--- src/rtl/demux6ne1_reg.sv ---
// Registered 1-to-6 demultiplexer with valid/ready handshake and illegal-select drop counter.
// Define DEMUX_PASSTHRU_EN to accept a new word in the same cycle the held word is taken.
module demux6ne1_reg #(
   parameter int unsigned WIDTH = 24,
   parameter int unsigned CNT_W = 8
) (
   input  logic             Clock,
   input  logic             Reset_n,
   input  logic [WIDTH-1:0] Hyrja,
   input  logic [2:0]       S,
   input  logic             Hyrja_valid,
   output logic             Hyrja_ready,
   output logic [WIDTH-1:0] Dalja0,
   output logic [WIDTH-1:0] Dalja1,
   output logic [WIDTH-1:0] Dalja2,
   output logic [WIDTH-1:0] Dalja3,
   output logic [WIDTH-1:0] Dalja4,
   output logic [WIDTH-1:0] Dalja5,
   output logic [5:0]       Dalja_valid,
   input  logic [5:0]       Dalja_ready,
   output logic             Gabim,
   output logic [CNT_W-1:0] Gabim_cnt
);

   typedef enum logic {IDLE, HOLD} state_t;

   state_t           state_q;
   logic [2:0]       dest_q;
   logic [WIDTH-1:0] dalja_q [6];
   logic [5:0]       valid_q;
   logic             gabim_q;
   logic [CNT_W-1:0] cnt_q;

   logic       ready_sel;
   logic       out_xfer;
   logic       in_xfer;
   logic       legal;
   logic [5:0] onehot_d;

   always_comb begin
      ready_sel = 1'b0;
      for (int unsigned k = 0; k < 6; k++) begin
         if (dest_q == 3'(k)) ready_sel = Dalja_ready[k];
      end
   end

   assign out_xfer = (state_q == HOLD) & ready_sel;

`ifdef DEMUX_PASSTHRU_EN
   assign Hyrja_ready = (state_q == IDLE) | ready_sel;
`else
   assign Hyrja_ready = (state_q == IDLE);
`endif

   assign in_xfer  = Hyrja_valid & Hyrja_ready;
   assign legal    = (S <= 3'd5);
   assign onehot_d = legal ? (6'b000001 << S) : '0;

   // An input transfer while in HOLD only happens together with out_xfer, so the
   // out_xfer release below is what sends an illegal passthrough word back to IDLE.
   always_ff @(posedge Clock) begin
      if (!Reset_n) begin
         state_q <= IDLE;
         dest_q  <= '0;
         valid_q <= '0;
         gabim_q <= 1'b0;
         cnt_q   <= '0;
         for (int unsigned k = 0; k < 6; k++) dalja_q[k] <= '0;
      end else begin
         gabim_q <= 1'b0;
         if (out_xfer) begin
            valid_q <= '0;
            state_q <= IDLE;
         end
         if (in_xfer) begin
            if (legal) begin
               for (int unsigned k = 0; k < 6; k++) begin
                  if (S == 3'(k)) dalja_q[k] <= Hyrja;
               end
               valid_q <= onehot_d;
               dest_q  <= S;
               state_q <= HOLD;
            end else begin
               gabim_q <= 1'b1;
               if (cnt_q != '1) cnt_q <= cnt_q + 1'b1;
            end
         end
      end
   end

   assign Dalja0      = dalja_q[0];
   assign Dalja1      = dalja_q[1];
   assign Dalja2      = dalja_q[2];
   assign Dalja3      = dalja_q[3];
   assign Dalja4      = dalja_q[4];
   assign Dalja5      = dalja_q[5];
   assign Dalja_valid = valid_q;
   assign Gabim       = gabim_q;
   assign Gabim_cnt   = cnt_q;

endmodule
--- config.mk ---
export PLATFORM = sky130hd
export DESIGN_NAME = demux6ne1_reg
export DESIGN_NICKNAME = d
export VERILOG_FILES = /design/src/rtl/demux6ne1_reg.sv
export SDC_FILE = /design/constraint.sdc
export NUM_CORES = 1
export LEC_CHECK = 0
export ABC_AREA = 1
export CAP_MARGIN = 20
export CORE_MARGIN = 5
export CORE_UTILIZATION = 40
export CTS_CLUSTER_DIAMETER = 200
export DETAILED_ROUTE_END_ITERATION = 16
export DONT_BUFFER_PORTS = 1
export HOLD_SLACK_MARGIN = 0.1
export PLACE_DENSITY = 0.64
export SETUP_SLACK_MARGIN = 0.1
export SYNTH_ARGS = -nofsm -noshare
export SYNTH_HDL_FRONTEND = slang
export SYNTH_SLANG_ARGS = --single-unit
--- constraint.sdc ---
create_clock -name Clock -period 4.7 [get_ports Clock]
set_clock_uncertainty 0.15 [all_clocks]
set_input_delay 1.175 -clock Clock [delete_from_list [all_inputs] [get_ports Clock]]
set_output_delay 1.175 -clock Clock [all_outputs]
set_load 0.02 [all_outputs]
# ---- Word-level counts from Yosys, hierarchy flattened
# Memories as Yosys holds them, arrays and structs flattened.
# Index checks and enable logic that the tools add are counted.
dict set report classes {
  multipliers 0
  addsub 1
  shifts 1
  reduce_logical 5
  n_lt_le_gt_ge 1
  n_bitwise 10
  eq_ne 11
  muxes 50
  n_div 0
}
# cell count
set op_table {}
lappend op_table {{2-to-1 mux 24 bit} 6}
lappend op_table {{2-to-1 mux 1 bit} 41}
lappend op_table {{2-to-1 mux 6 bit} 3}
lappend op_table {{equality test 3 x 2 -> 1 bit (second input constant)} 4}
lappend op_table {{equality test 3 bit (second input constant)} 4}
lappend op_table {{adder 8 x 1 -> 8 bit (second input constant)} 1}
lappend op_table {{!= test 8 bit (second input constant)} 1}
lappend op_table {{equality test 3 x 1 -> 1 bit (second input constant)} 2}
lappend op_table {{logical NOT 3 bit} 2}
lappend op_table {{bitwise OR 1 bit} 6}
lappend op_table {{<< shifter 1 x 3 -> 6 bit (first input constant)} 1}
lappend op_table {{AND reduction 2 bit} 2}
lappend op_table {{<= comparator 3 bit (second input constant)} 1}
lappend op_table {{AND reduction 3 bit} 1}
lappend op_table {{AND 1 bit} 2}
lappend op_table {{NOT 1 bit} 2}
dict set report word_totals {
  in_bits 36
  mem_bits_ro 0
  ram_bits 144
  wordCells 85
  reg_bits 19
  latch_bits 0
  mem_count 1
}
# memory depth width read_ports rd_clocked_by_memory_dff write_ports line
set mem_list {}
lappend mem_list {dalja_q 6 24 6 0 6 29} ;# logic [WIDTH-1:0] dalja_q [6];

# ---- Depth between registers and ports, before layout
# Gate-level depths: netlist of run 1.
dict set report depth {
  ltp_word 11
  depth_mapped 9
  mapped_depth_nobuf 9
}

# ---- Worst setup path before layout of run 1
# OpenSTA, ideal clock, no wires.
dict set report synth_timing {
  kind {input to register}
  startpoint {in Hyrja_valid}
  endpoint {mem dalja_q[2][0], enable pin}
  arrival_ns 3.340
  n_path_buf 0
  required_ns 4.108
  setup_slack_ns 0.767
  cell_stages 3
  setup_ns 0.442
  cell_sequence {nand2_2 -> or2_4 -> o31ai_1}
}
# item line
set synth_lines {}
lappend synth_lines {{from (decl)} 11} ;# input logic Hyrja_valid,
lappend synth_lines {{to (decl)} 29}

==> flow_summary_export.csv, run 1 <==
group,metric,value,unit
run_status,run_status,"completed",
logic_synthesis,ys.flop_type,"edfxtp_1",
logic_synthesis,synth_area,6040,um^2
final_layout,area_growth,14.7,%
power_and_ir_drop,leakage,2.77,nW
worst_setup_path,path_buf_inv,1,
clock_tree,numCtsBuffers,17,
global_routing,grt_max_degree,26,
worst_setup_path,cp_cell_sequence,"nand2_2 -> or2_4 -> clkinv_2 -> nand4_2 -> nor2_1",
power_and_ir_drop,p_sw,0.000738,W
sta,setup_tns,0,ns
power_and_ir_drop,share_comb_of_total_power,3.3,%
logic_synthesis,ys_top_cells_by_area,"edfxtp_1, nor2_1, dfxtp_1, inv_1, nand2_1",
logic_synthesis,synth-async-reset-ratio,0,%
worst_setup_path,cp-end-kind,"flip-flop",
logic_synthesis,synth_top_area_share,71.6,%
final_layout,nets,524,
drt,drc,0,
clock_tree,cts_setup_buffers,0,
clock_tree,clk_path_buf_depth,2,
logic_synthesis,synth_top_area_cell,"edfxtp_1",
global_routing,grt_pass1_wl,21.3,mm
clock_tree,cts_num_sinks,163,
power_and_ir_drop,p_int,0.00255,W
sta,maxSlewViolCount,0,
power_and_ir_drop,swShare,22.4,%
final_layout,antenna_cells,0,
logic_synthesis,synth.distinct_cells,29,
placement,gp_congestion,0.787,
power_and_ir_drop,p_per_area,475,nW/um^2
drt,drt_wl_total,14.7,mm
logic_synthesis,synth_nets,514,
worst_setup_path,crit_type,"in -> reg",
worst_setup_path,crit_family,"simple AND/OR/NAND/NOR gates",
global_routing,grt_pass1_vias,3372,
worst_setup_path,cpPeakStageDelay,0.63,ns
worst_setup_path,cp-start-kind,"input pin",
global_routing,track_usage,16.3,%
worst_setup_path,crit_required,4.78,ns
final_layout,final_util,46.1,%
logic_synthesis,synth-seq-cells,163,
logic_synthesis,synth_common_cells,"nor2_1, edfxtp_1, inv_1, nand2_1, dfxtp_1",
die,dieHeight,133,um
final_layout,seq_area,4700,um^2
logic_synthesis,syn_avg_cell_area,12.7,um^2
global_routing,overflow,0,
logic_synthesis,synth_edf_count,144,
run,max-cap-violations,0,
drt,drt_first_pass_iters,4,
die,start_util,40.2,%
power_and_ir_drop,finalPower,0.00329,W
logic_synthesis,yosysMostFrequentCell,"nor2_1",
die,fp.dieW,133,um
sta,slew_headroom,37.6,%
logic_synthesis,yosysWarnings,0,
power_and_ir_drop,peakVddDrop,230,uV
clock_tree,cts_resized,0,
sta,rsz0062_at_grt,"false",
worst_setup_path,slowest_stage,"nand4_2",
die,dieArea,17700,um^2
power_and_ir_drop,power_frac_seq,53.5,%
die,row_count,45,
drt,vias_per_cell,5.05,
final_layout,finalInstanceArea,6930,um^2
clock_tree,cts_hold_buf,0,
power_and_ir_drop,clockPowerShare,43.2,%
clock_tree,cts_root_buf,"clkbuf_16",
logic_synthesis,synth.yosys.seq_area_share,77.8,%
placement,dp_hpwl,10.0,mm
final_layout,multi_input_area,1140,um^2
hold_path,hold_path.class,"reg -> reg",
sta,final-hold-violation-count,0,
drt,drtIter0Drc,238,
sta,finalSetupViolations,0,
sta,worst_slew_pin_slew,0.932,ns
sta,timing.fmax,399,MHz
sta,min_period,2.51,ns
clock_tree,clk_pin_slew,0.07,ns
drt,vias,3475,
logic_synthesis,synthCells,477,
worst_setup_path,cp_max_fo,25,
die,core-area,15000,um^2
clock_tree,cts_tree,"built",
placement,port_buffers,0,
final_layout,drive_gt1_share,10.6,%
worst_setup_path,arrival,2.59,ns
final_layout,nFillCells,1358,
drt,ant_nets,0,
die,io_pins,196,
clock_tree,cts.htree.levels,4,
sta,post-route-period-util,53.4,%
global_routing,antenna_found_initial,0,
clock_tree,insertion_delay,0.41,ns
drt,wl_per_cell,21.4,um
placement,dpl-instance-area,6320,um^2
## sequential cells by signal (all words and copies together) (netlist names)
name / count
Dalja_valid: 6
Gabim: 1
Gabim_cnt: 8
dalja_q: 144
dest_q: 3
state_q: 1
## stage by stage
stage	worst slack [ns]	hold slack, ns	instances
3_3_place_gp	1.85	0.357	656
4_1_cts	2.18	0.363	688
5_1_grt	2.05	0.386	688
3_5_place_dp	1.75	0.352	656
2_1_floorplan	0.767	0.309	477
6_report	2.19	0.364	688
## placed cells by master, fill, tap and decap left out, types with 4 or more instances in the layout
master,synthesis,layout
inv_1,47,47
bufinv_16,0,4
edfxtp_1,144,144
dfxtp_1,19,19
nor2_1,154,154
clkinv_4,0,4
nand3_1,12,12
buf_4,0,6
a21oi_1,9,9
clkbuf_16,0,17
o21ai_0,6,4
nand2_1,43,43
## path summary, 6_finish.rpt
kind	depth (start not counted)	endpoint	slack, ns	from
setup reg to reg	6	dalja_q[3][9]$_SDFFCE_PN0P_	2.47	state_q$_SDFF_PN0_
setup / recovery	5	dalja_q[3][9]$_SDFFCE_PN0P_	2.19	Hyrja_valid
hold / removal	2	state_q$_SDFF_PN0_	0.36	state_q$_SDFF_PN0_
hold reg to reg	2	state_q$_SDFF_PN0_	0.36	state_q$_SDFF_PN0_
## per-layer routing
metal | wire, um | part of all wire [%] | vias to the layer above | track usage, %
met5 | 0 | 0 | - | 0
met1 | 5810 | 39 | 1689 | 18.7
met3 | 1340 | 9.1 | 2 | 6.88
met4 | 31 | 0.21 | 0 | 4.68
li1 | - | - | 1614 | -
met2 | 7540 | 51 | 170 | 27.8
## power groups by stage
stage	logic [W]	registers, W	clock network, W
after floorplan	0.0000732	0.00178	0
after global placement	0.000108	0.00179	0
after detailed placement	0.000112	0.00179	0
after CTS	0.000113	0.00176	0.00145
after global routing	0.000124	0.00177	0.00152
final	0.000110	0.00176	0.00142
## cell type report
class                   count  share of cell area (%)
clock buffers              18                    6.19
well taps                 188                    3.39
flip-flops and latches    163                    67.9
repair buffers              6                   0.650
multi-input cells         248                    16.4
inverters                  51                    2.78
clock inverters            14                    2.69
## tightest hold or removal path, cell delays in order, from the launching register on
cell and delay, ns:
dfxtp_1 0.33, nand3_1 0.08, a21oi_1 0.05
## cell families after synthesis
family,count (synthesis),synth area share [%]
DFF,163,77.8
buffers and inverters,66,4.37
AOI/OAI and AO/OA,21,1.99
and+or+nand+nor,223,15.2
adders and majority gates,1,0.207
xor gates and xnor gates,3,0.435
Power figures use the tool's default switching activity.
==> run 2: changes to the inputs <==
Settings changed: PLACE_DENSITY 0.64 to 0.66.
Clock period 4.7 ns to 2.25 ns, I/O delays scaled along.
==> run 2 against run 1 <==
  * First-iteration DRC count grew 5.0%
  * Combinational power grew 130%
  * Count of clock-buffer cells in the layout grew 5
  * Setup slack lost 1.8 ns
  * Sequential power grew 110%
  * Cell count grew 2.5%
  * Global-route usage grew 0.54 points
  * Clock power grew 110%
  * Die area is the same
  * Via count grew 2.1%
  * Core utilization grew 0.92 points
  * Critical path type is now reg -> reg
==> flow_summary_export.csv, run 2 (same netlist as run 1, synthesis figures left out) <==
group,metric,value,unit
final_layout,top_register,"dalja_q",
die,start_util,40.2,%
drt,drt_wl_total,14.8,mm
worst_setup_path,arrival,2.01,ns
power_and_ir_drop,peakVddDrop,495,uV
die,io_pins,196,
die,dieHeight,133,um
worst_setup_path,rrSetupSlack,0.35,ns
drt,drt_first_pass_iters,4,
global_routing,overflow,0,
run_status,run_status,"completed",
final_layout,antenna_cells,0,
final_layout,drive_gt1_share,13.3,%
clock_tree,cts.htree.levels,4,
global_routing,grtUsageMet1,21.2,%
worst_setup_path,reg2reg_from,"state_q$_SDFF_PN0_",
placement,dp_hpwl,10.5,mm
run,max-cap-violations,0,
hold_path,hold_end,"Gabim_cnt[1]$_SDFFE_PN0P_",
drt,vias_per_cell,5.03,
sta,post-route-period-util,84.7,%
worst_setup_path,cp-start-kind,"flip-flop",
worst_setup_path,cp_cell_sequence,"inv_2 -> nand2_2 -> or2_4 -> clkinv_2 -> nand4_4 -> nor2_1",
sta,slew_headroom,69.2,%
drt,drtIter0Drc,250,
hold_path,hold_depth,2,
worst_setup_path,r2r_end,"dalja_q[2][13]$_SDFFCE_PN0P_",
drt,drc,0,
global_routing,grtUsageMet3,6.88,%
power_and_ir_drop,clockPowerShare,43.5,%
clock_tree,numCtsBuffers,17,
die,core-area,15000,um^2
worst_setup_path,cpPeakStageDelay,0.37,ns
worst_setup_path,slowest_stage,"nand4_4",
worst_setup_path,crit_family,"simple AND/OR/NAND/NOR gates",
hold_path,hold_path.class,"in -> reg",
global_routing,track_usage,16.8,%
worst_setup_path,cp_max_fo,25,
placement,port_buffers,0,
sta,worst_slew_pin_slew,0.460,ns
sta,rsz0062_at_grt,"false",
clock_tree,cts_num_sinks,163,
hold_path,hold_start,"Reset_n",
worst_setup_path,r2r_cells,6,
global_routing,grt_pass1_wl,22.0,mm
sta,min_period,1.90,ns
sta,setup_tns,0,ns
placement,gp_congestion,0.763,
worst_setup_path,cp-end-kind,"flip-flop",
global_routing,grt_max_degree,26,
power_and_ir_drop,p_int,0.00541,W
power_and_ir_drop,power_frac_seq,52.8,%
clock_tree,cts_resized,0,
worst_setup_path,crit_required,2.36,ns
clock_tree,clk_pin_slew,0.06,ns
sta,timing.fmax,525,MHz
final_layout,final_common_cell,"nor2_1",
power_and_ir_drop,p_per_area,983,nW/um^2
final_layout,area_growth,17.0,%
sta,finalSetupViolations,0,
global_routing,antenna_found_initial,0,
drt,ant_nets,0,
power_and_ir_drop,share_comb_of_total_power,3.6,%
clock_tree,cts_root_buf,"clkbuf_16",
die,fp.dieW,133,um
die,dieArea,17700,um^2
final_layout,nFillCells,1289,
sta,hold-worst-slack,0.134,ns
global_routing,grt_pass1_vias,3587,
power_and_ir_drop,leakage,2.84,nW
final_layout,nets,541,
global_routing,top_usage_layer,"met2",
clock_tree,clk_path_buf_depth,2,
drt,wl_per_cell,21.0,um
power_and_ir_drop,p_sw,0.00154,W
sta,maxSlewViolCount,0,
worst_setup_path,crit_type,"reg -> reg",
drt,vias,3547,
clock_tree,cts_tree,"built",
power_and_ir_drop,swShare,22.2,%
final_layout,final_cell_mix,"nor2_1, edfxtp_1, inv_1, nand2_1, buf_4",
die,row_count,45,
sta,final-hold-violation-count,0,
final_layout,largest_reg_flops,144,
clock_tree,insertion_delay,0.42,ns
global_routing,met2_usage,26.3,%
worst_setup_path,path_buf_inv,2,
run 2: cell count changes in the layout (fill, tap and decap cells not counted), sizes merged:
cell	change
buf	+16
clkinv	-5
inv	-1
clkbuf	+5
dlygate4sd3	+1
clkinvlp	+1
run 2: timing repair:
action                    4_1_cts  5_1_grt
setup buffers                   0        0
hold endpoints to repair        1        0
hold buffers                    1        0
run 2: how the worst max path moves through the flow:
stage / start / end / slack (ns) / cells past startpoint
after detailed placement: Hyrja_valid / dalja_q[2][23]$_SDFFCE_PN0P_ / 0.27 / 5
after CTS: state_q$_SDFF_PN0_ / dalja_q[2][13]$_SDFFCE_PN0P_ / 0.34 / 6
after global routing: state_q$_SDFF_PN0_ / dalja_q[2][9]$_SDFFCE_PN0P_ / 0.20 / 6
after global placement: Hyrja_valid / dalja_q[0][13]$_SDFFCE_PN0P_ / 0.31 / 6
final: state_q$_SDFF_PN0_ / dalja_q[2][13]$_SDFFCE_PN0P_ / 0.35 / 6
after floorplan: Hyrja_valid / dalja_q[2][0]$_SDFFCE_PN0P_ / -0.33 / 3
run 2: through the flow:
step / cell area (um^2) / utilization [%] / std cells / total power, W / setup slack (ns)
2_1_floorplan: 6080 / - / 477 / 0.00387 / -0.326
3_3_place_gp: 6440 / 42.8 / 672 / 0.00399 / 0.307
3_5_place_dp: 6440 / 42.8 / 672 / 0.00399 / 0.274
4_1_cts: 7070 / 47.0 / 705 / 0.00700 / 0.336
5_1_grt: 7070 / 47.0 / 705 / 0.00716 / 0.202
6_report: 7070 / 47.0 / 705 / 0.00695 / 0.345
run 2: cell type report:
type,count,area [um^2],area share (%)
inverters,51,193,2.73
multi-input cells,248,1140,16.1
repair buffers,23,175,2.48
clock inverters,9,154,2.18
clock buffers,23,468,6.62
well taps,188,235,3.33
flip-flops and latches,163,4700,66.5
run 2: power groups by stage:
stage	clock, W	combinational [W]	sequential [W]
global placement	0	0.000246	0.00374
finish	0.00303	0.000253	0.00367
global route	0.00320	0.000281	0.00368
floorplan	0	0.000160	0.00371
CTS	0.00307	0.000257	0.00368
detailed placement	0	0.000254	0.00374
run 2: metal layers:
layer,up-vias,part of all wire [%]
li1,1642,-
met1,1714,43
met2,174,47
met3,17,8.8
met4,0,1.5
met5,-,0
==> run 3: changes to the inputs <==
Clock period 2.25 ns to 1.7 ns, I/O delays scaled along.
==> run 3 against run 2 <==
  * The run now ends with setup timing left
  * Critical path depth is the same
  * Combinational power grew 90%
  * Flip-flop and latch count is the same
  * Critical path type unchanged
  * Critical endpoint is now dalja_q[2][18]$_SDFFCE_PN0P_
==> flow_summary_export.csv, run 3 (same netlist as run 1, synthesis figures left out) <==
group,metric,value,unit
run_status,run_status,"complete, but fails checks",
run_status,violations,"setup timing",
drt,drtIter0Drc,197,
placement,dp_hpwl,10.9,mm
sta,post-route-period-util,100,%
final_layout,antenna_cells,0,
clock_tree,cts_root_buf,"clkbuf_16",
clock_tree,insertion_delay,0.41,ns
drt,vias_per_cell,5.14,
die,io_pins,196,
sta,worst_slew_pin_slew,0.733,ns
final_layout,nets,572,
final_layout,nFillCells,1254,
clock_tree,cts_tree,"built",
sta,setup_slack,-0.00510,ns
drt,wl_per_cell,21.5,um
power_and_ir_drop,peakVddDrop,644,uV
drt,vias,3781,
clock_tree,cts.htree.levels,4,
run,max-cap-violations,0,
sta,final-hold-violation-count,0,
final_layout,largest_reg_flops,144,
final_layout,area_growth,26.4,%
final_layout,final_cells,736,
clock_tree,cts_num_sinks,163,
drt,drt_wl_total,15.8,mm
worst_setup_path,cp_max_fo,9,
power_and_ir_drop,p_per_area,1200,nW/um^2
hold_path,hold_path.class,"in -> reg",
placement,dp_cells,683,
sta,hold-worst-slack,0.148,ns
sta,maxSlewViolCount,0,
placement,post-place-ws,-0.0346,ns
global_routing,antenna_found_initial,0,
sta,min_period,1.71,ns
global_routing,grt_pass1_wl,22.8,mm
die,fp.dieW,133,um
worst_setup_path,cp-start-kind,"flip-flop",
sta,timing.fmax,586,MHz
die,dieArea,17700,um^2
clock_tree,numCtsBuffers,17,
drt,drt_first_pass_iters,5,
worst_setup_path,arrival,1.68,ns
worst_setup_path,crit_type,"reg -> reg",
clock_tree,clk_pin_slew,0.06,ns
global_routing,track_usage,17.5,%
global_routing,grt_pass1_vias,3733,
die,row_count,45,
sta,slew_headroom,51.0,%
global_routing,overflow,0,
clock_tree,clk_path_buf_depth,2,
placement,gp_congestion,0.833,
die,core-area,15000,um^2
global_routing,grt_max_degree,25,
die,start_util,40.2,%
power_and_ir_drop,leakage,3.12,nW
final_layout,top_register,"dalja_q",
final_layout,final_util,50.8,%
final_layout,final_common_cell,"nor2_1",
sta,finalSetupViolations,8,
placement,port_buffers,0,
drt,ant_nets,0,
drt,drc,0,
final_layout,drive_gt1_share,19.5,%
worst_setup_path,cp-end-kind,"flip-flop",
die,dieHeight,133,um
worst_setup_path,crit_required,1.68,ns
sta,rsz0062_at_grt,"true",
final_layout,final_cell_mix,"nor2_1, edfxtp_1, inv_1, nand2_1, clkbuf_16",
run 3: cell types whose count changed in the layout (fill, tap and decap cells not counted), sizes merged:
cell	change
bufinv	-3
dlymetal6s4s	+1
inv	+2
nand2	+3
buf	+22
dlygate4sd3	+4
clkinvlp	-1
clkinv	+1
clkbuf	+2
run 3: metal layers:
layer | vias to the layer above | global-route usage (%) | share of wire, %
met4 | 0 | 6.64 | 2.2
met1 | 1844 | 21.6 | 40
met2 | 197 | 27.4 | 48
li1 | 1711 | - | -
met3 | 29 | 7.53 | 10
met5 | - | 0 | 0
run 3: path summary, 6_finish.rpt:
check | from | slack [ns] | cells after the start | end
worst min register to register | dest_q[1]$_SDFFE_PN0P_ | 0.38 | 2 | dest_q[1]$_SDFFE_PN0P_
worst max register to register | state_q$_SDFF_PN0_ | -0.005 | 6 | dalja_q[2][18]$_SDFFCE_PN0P_
worst min-delay path | Reset_n | 0.15 | 2 | Gabim_cnt[4]$_SDFFE_PN0P_
worst max-delay path | state_q$_SDFF_PN0_ | -0.005 | 6 | dalja_q[2][18]$_SDFFCE_PN0P_
run 3: layout make-up:
type,count,area (um^2),share of cell area [%]
clock inverter,8,88.8,1.16
tap,188,235,3.08
clock buffer,24,524,6.86
inverter,51,196,2.57
timing repair buffer,51,644,8.43
sequential,163,4710,61.6
multi-input combinational,251,1240,16.3
run 3: worst max-delay path, stage by stage (launching register included):
cell and delay (ns):
dfxtp_2 0.34, inv_4 0.06, nand2_4 0.05, or2_4 0.29
o31ai_4 0.20, buf_4 0.17, buf_6 0.15
run 3: report_power, final:
part           total [W]  internal [W]  switching (W)
registers        0.00486       0.00455       0.000312
clock network    0.00385       0.00233        0.00153
logic           0.000480      0.000173       0.000307
run 3: repair_timing:
item / in CTS / in global routing
endpoints found under the hold margin: 13 / 24
setup endpoints to repair: 162 / 224
buffers inserted: 6 / 2
gates cloned: 3 / 4
resized for setup: 15 / 17
hold buffers: 5 / 1
pin swaps: 1 / 2
run 3: metrics by stage:
| step | TNS, ns | power (W) | instance area [um^2] |
|---|---|---|---|
| 3_3_place_gp | -0.382 | 0.00531 | 6690 |
| 2_1_floorplan | -25.50 | 0.00513 | 6140 |
| 5_1_grt | -0.990 | 0.00950 | 7640 |
| 4_1_cts | 0 | 0.00922 | 7490 |
| 6_report | -0.0236 | 0.00919 | 7640 |
| 3_5_place_dp | -0.722 | 0.00533 | 6690 |
